## src/rtl/uart_tx_fifo.sv

```systemverilog
// Byte FIFO between the UART register write path and the serial transmitter.
// Stores CPU writes and launches them one at a time with a one-cycle tx_dv pulse.
module uart_tx_fifo #(
    parameter int DEPTH  = 16,
    parameter int ADDR_W = 4
) (
    input  logic              clk,
    input  logic              rst,
    input  logic              wr_en,
    input  logic [7:0]        wr_data,
    input  logic              ovf_clr,
    input  logic              tx_active,
    input  logic              tx_done,
    output logic              tx_dv,
    output logic [7:0]        tx_byte,
    output logic              full,
    output logic              empty,
    output logic [ADDR_W:0]   count,
    output logic              overflow
);

    typedef enum logic [0:0] {
        IDLE      = 1'b0,
        WAIT_DONE = 1'b1
    } state_t;

    localparam logic [ADDR_W:0] FULL_CNT = (ADDR_W + 1)'(DEPTH);

    state_t              state_r;
    state_t              state_nxt_s;
    logic [7:0]          mem_r [DEPTH];
    logic [ADDR_W-1:0]   wr_ptr_r;
    logic [ADDR_W-1:0]   rd_ptr_r;
    logic [ADDR_W:0]     count_r;
    logic [ADDR_W:0]     count_nxt_s;
    logic                full_r;
    logic                empty_r;
    logic                tx_dv_r;
    logic [7:0]          tx_byte_r;
    logic                overflow_r;
    logic                push_s;
    logic                pop_s;
    logic                drop_s;

    // Push/pop qualification and next occupancy; full is the start-of-cycle value.
    always_comb begin
        push_s      = wr_en & ~full_r;
        drop_s      = wr_en & full_r;
        pop_s       = (state_r == IDLE) & ~empty_r & ~tx_active;
        count_nxt_s = count_r;
        case ({push_s, pop_s})
            2'b10:   count_nxt_s = count_r + (ADDR_W + 1)'(1);
            2'b01:   count_nxt_s = count_r - (ADDR_W + 1)'(1);
            default: count_nxt_s = count_r;
        endcase
    end

    // Launch sequencer; tx_dv_r high marks the launch cycle, whose tx_done is stale.
    always_comb begin
        state_nxt_s = state_r;
        case (state_r)
            IDLE: begin
                if (pop_s) begin
                    state_nxt_s = WAIT_DONE;
                end else begin
                    state_nxt_s = IDLE;
                end
            end
            WAIT_DONE: begin
                if (tx_done && !tx_dv_r) begin
                    state_nxt_s = IDLE;
                end else begin
                    state_nxt_s = WAIT_DONE;
                end
            end
            default: state_nxt_s = IDLE;
        endcase
    end

    // State, pointers, occupancy flags and the registered transmitter interface.
    always_ff @(posedge clk or posedge rst) begin
        if (rst) begin
            state_r    <= IDLE;
            wr_ptr_r   <= '0;
            rd_ptr_r   <= '0;
            count_r    <= '0;
            full_r     <= 1'b0;
            empty_r    <= 1'b1;
            tx_dv_r    <= 1'b0;
            tx_byte_r  <= 8'h00;
            overflow_r <= 1'b0;
        end else begin
            state_r <= state_nxt_s;
            count_r <= count_nxt_s;
            full_r  <= (count_nxt_s == FULL_CNT);
            empty_r <= (count_nxt_s == '0);
            if (push_s) begin
                wr_ptr_r <= wr_ptr_r + ADDR_W'(1);
            end
            if (pop_s) begin
                rd_ptr_r  <= rd_ptr_r + ADDR_W'(1);
                tx_byte_r <= mem_r[rd_ptr_r];
                tx_dv_r   <= 1'b1;
            end else begin
                tx_dv_r   <= 1'b0;
            end
            if (drop_s) begin
                overflow_r <= 1'b1;
            end else if (ovf_clr) begin
                overflow_r <= 1'b0;
            end
        end
    end

    // Storage array; contents need no reset.
    always_ff @(posedge clk) begin
        if (push_s) begin
            mem_r[wr_ptr_r] <= wr_data;
        end
    end

    assign tx_dv    = tx_dv_r;
    assign tx_byte  = tx_byte_r;
    assign full     = full_r;
    assign empty    = empty_r;
    assign count    = count_r;
    assign overflow = overflow_r;

endmodule

```

## config.mk

```make
export PLATFORM = sky130hd
export DESIGN_NAME = uart_tx_fifo
export DESIGN_NICKNAME = d
export VERILOG_FILES = /design/src/rtl/uart_tx_fifo.sv
export SDC_FILE = /design/constraint.sdc
export NUM_CORES = 1
export LEC_CHECK = 0
export CELL_PAD_IN_SITES_DETAIL_PLACEMENT = 1
export CELL_PAD_IN_SITES_GLOBAL_PLACEMENT = 1
export CORE_MARGIN = 2
export CORE_UTILIZATION = 40
export DETAILED_ROUTE_END_ITERATION = 16
export GPL_ROUTABILITY_DRIVEN = 0
export PLACE_DENSITY_LB_ADDON = 0.12
export SLEW_MARGIN = 40
export SYNTH_ARGS = -nofsm -noshare
export SYNTH_HDL_FRONTEND = slang
export SYNTH_SLANG_ARGS = --single-unit
```

## constraint.sdc

```tcl
create_clock -name clk -period 4.7 [get_ports clk]
set_clock_uncertainty 0.15 [all_clocks]
set_input_delay 0.47 -clock clk [delete_from_list [all_inputs] [get_ports clk]]
set_output_delay 0.47 -clock clk [all_outputs]
set_load 0.02 [all_outputs]
```

==> impl_metrics.env <==
export IMPL_cpLargestDelayFamily="compound AO/OA/AOI/OAI gates"
export IMPL_worstMarginPinSlew_ns=0.633
export IMPL_multi_input_area_sq_um=1590
export IMPL_cts_root_buffer="clkbuf_16"
export IMPL_drt_iter0_drc=205
export IMPL_max_slew_margin_pct=57.6
export IMPL_antenna_diode_count=0
export IMPL_synth_warning_count=0
export IMPL_reg2reg_setup_slack_ns=1.33
export IMPL_final_layout_size_suffix_gt1_share_pct=19.0
export IMPL_cts_buffers=17
export IMPL_setup_tns_ns=0
export IMPL_ys_top_cells_by_count="edfxtp_1, mux4_2, dfrtp_1"
export IMPL_rr_worst_depth=10
export IMPL_vias=3071
export IMPL_seq_area_sq_um=4500
export IMPL_ys_seq_area_share_pct=72.6
export IMPL_clock_sinks=154
export IMPL_wl_per_cell_microns=22.2
export IMPL_leakage_nw=2.49
export IMPL_cp_num_buf_inv=2
export IMPL_synth_avg_cell_area_sq_um=18.2
export IMPL_netlist_area_sq_um=6200
export IMPL_yosysTopAreaCell="edfxtp_1"
export IMPL_max_stage_delay_ns=0.48
export IMPL_ctsLongestPathBuffers=2
export IMPL_hold_violations=0
export IMPL_grtUsageTotal_pct=16.9
export IMPL_crit_fanout=9
export IMPL_detailed_place_hpwl_microns=8060
export IMPL_yosysMostFrequentCell="edfxtp_1"
export IMPL_grt_remaining_overflow=0
export IMPL_fp_dieW_microns=128
export IMPL_power_density_nw_per_um2=638
export IMPL_max_freq_mhz=293
export IMPL_hp_class="in -> async"
export IMPL_syn2layout_area_growth_pct=18.0
export IMPL_rsz0062_at_grt="false"
export IMPL_crit_path_end_kind="flip-flop"
export IMPL_wirelength_microns=12900
export IMPL_crit_required_ns=4.89
export IMPL_status="finished clean"
export IMPL_synth_edf_count=128
export IMPL_min_period_over_period_pct=72.7
export IMPL_fp_row_count=45
export IMPL_via_per_inst=5.31
export IMPL_cp_slowest_cell="clkdlybuf4s50_1"
export IMPL_dieHeight_microns=128
export IMPL_synth_fp_nets=363
export IMPL_ir_drop_mv=0.279
export IMPL_grt_pass1_vias=3298
export IMPL_firstDrtPassIters=4
export IMPL_clk_latency_ns=0.42
export IMPL_critPathArrivalTime_ns=3.61
export IMPL_fp_dieArea_sq_um=16500
export IMPL_postCtsSetupBuffers=0
export IMPL_drc=0
export IMPL_antenna_found_initial=0
export IMPL_setup_viol=0
export IMPL_cts_htree_levels=4
export IMPL_clkTransAtPathRegs_ns=0.07
export IMPL_synth_ff_type="edfxtp_1"
export IMPL_synthArstFlopShare_pct=16.9
export IMPL_cts_tree="done"
export IMPL_n_fill_cell=1416
export IMPL_grt_pass1_wl_microns=19800
export IMPL_min_period_ns=3.42
export IMPL_cp_cell_sequence="clkdlybuf4s50_1 -> nor2b_1 -> inv_1 -> ha_1 -> xor2_1 -> ha_1 -> nor2_2 -> a221o_1 -> a2111oi_2 -> xor2_1 -> nor3b_2"
export IMPL_ios=31
export IMPL_path_class="in -> reg"
export IMPL_ys_ff_latch=154
export IMPL_synthCells=341
export IMPL_synth_top_area_share_pct=62.0
export IMPL_slew_violations=0
export IMPL_start_kind="input port"
export IMPL_io_buffer_count=30
export IMPL_coreArea_sq_um=15100
export IMPL_drv_cap=0
export IMPL_cp_depth=11
export IMPL_cts_hold_buffers=0
export IMPL_drtAntennaViolNets=0
export IMPL_cts_resized=0
export IMPL_nNetsFinal=399
export IMPL_grt_max_degree=27
export IMPL_synthTopCellsByArea="edfxtp_1, mux4_2, dfrtp_1"
export IMPL_final_cells=578
export IMPL_start_util_pct=40.9
export IMPL_ys_types=40
export IMPL_dp_cells=546
## worst paths after layout
| path | to | from |
|---|---|---|
| min in group clk | tx_byte[5] | tx_byte[5] |
| hold / removal | tx_byte[3] | rst |
| max in group asynchronous | rd_ptr_r[0] | rst |
| setup reg to reg | full | state_r |
| hold reg to reg | tx_byte[5] | tx_byte[5] |
| setup / recovery | full | wr_en |
## where the power goes
group / switching [mW] / internal (mW)
combinational: 0.656 / 0.630
sequential: 0.229 / 1.71
clock: 0.546 / 0.891
total: 1.43 / 3.23
## state kept, by name (all words and copies together), names as in the netlist
| name | cells |
|---|---|
| full | 1 |
| overflow | 1 |
| count | 5 |
| rd_ptr_r | 4 |
| tx_byte | 8 |
| empty | 1 |
| mem_r | 128 |
| wr_ptr_r | 4 |
| tx_dv | 1 |
| state_r | 1 |
## per-layer routing
metal	track usage, %	up-vias	wire length (microns)
met1	23.8	1600	5790
met5	0	-	0
li1	-	1400	-
met2	26.6	59	6210
met4	5.43	0	157
met3	3.41	12	695
## metrics by stage
step / hold slack, ns / utilization (%) / area (sq um) / worst slack [ns] / power [mW]
finish: 0.283 / 48.3 / 7310 / 1.28 / 4.66
global route: 0.334 / 48.3 / 7310 / 0.901 / 4.91
CTS: 0.308 / 48.3 / 7310 / 1.29 / 4.72
detailed placement: 0.336 / 44.1 / 6680 / 0.842 / 3.28
global placement: 0.333 / 44.1 / 6680 / 1.01 / 3.25
floorplan: 0.308 / - / 6200 / 1.61 / 2.81
## cell usage in the layout (no fill, tap or decap), types with 3 or more instances in the layout
cell type          n
edfxtp_1         128
clkinvlp_4         3
buf_4              3
nor2b_1            6
clkbuf_16         17
a311oi_1           3
mux4_2            30
clkdlybuf4s50_1   30
o21ai_0           12
nand2_1           12
mux2_2             3
dfrtp_1           24
a211oi_1           4
nor2_1            12
nand2b_1           3
xnor2_1            8
a21oi_1            7
mux2i_1           13
bufinv_16          4
clkinv_4           3
and2_1            16
xor2_1             3
ha_1               8
inv_1              8
## final cells by class
class / count / share of cell area (%)
clock buffers: 18 / 5.87
clock inverters: 14 / 2.67
inverters: 10 / 0.513
multi-input cells: 161 / 21.8
flip-flops and latches: 154 / 61.5
well taps: 188 / 3.22
repair buffers: 33 / 4.42
## logic make-up (layout without fill, tap and decap cells)
family                     Yosys count  in the layout  share of synthesized area [%]
AOI/OAI and AO/OA                   33             33                           3.47
xor gates and xnor gates            11             11                           1.56
adders and majority gates            8              8                           1.62
buffers and inverters               26             75                           1.76
DFF                                154            154                           72.6
muxes                               46             46                           13.5
and+or+nand+nor                     63             63                           5.49
Power figures use the tool's default switching activity.
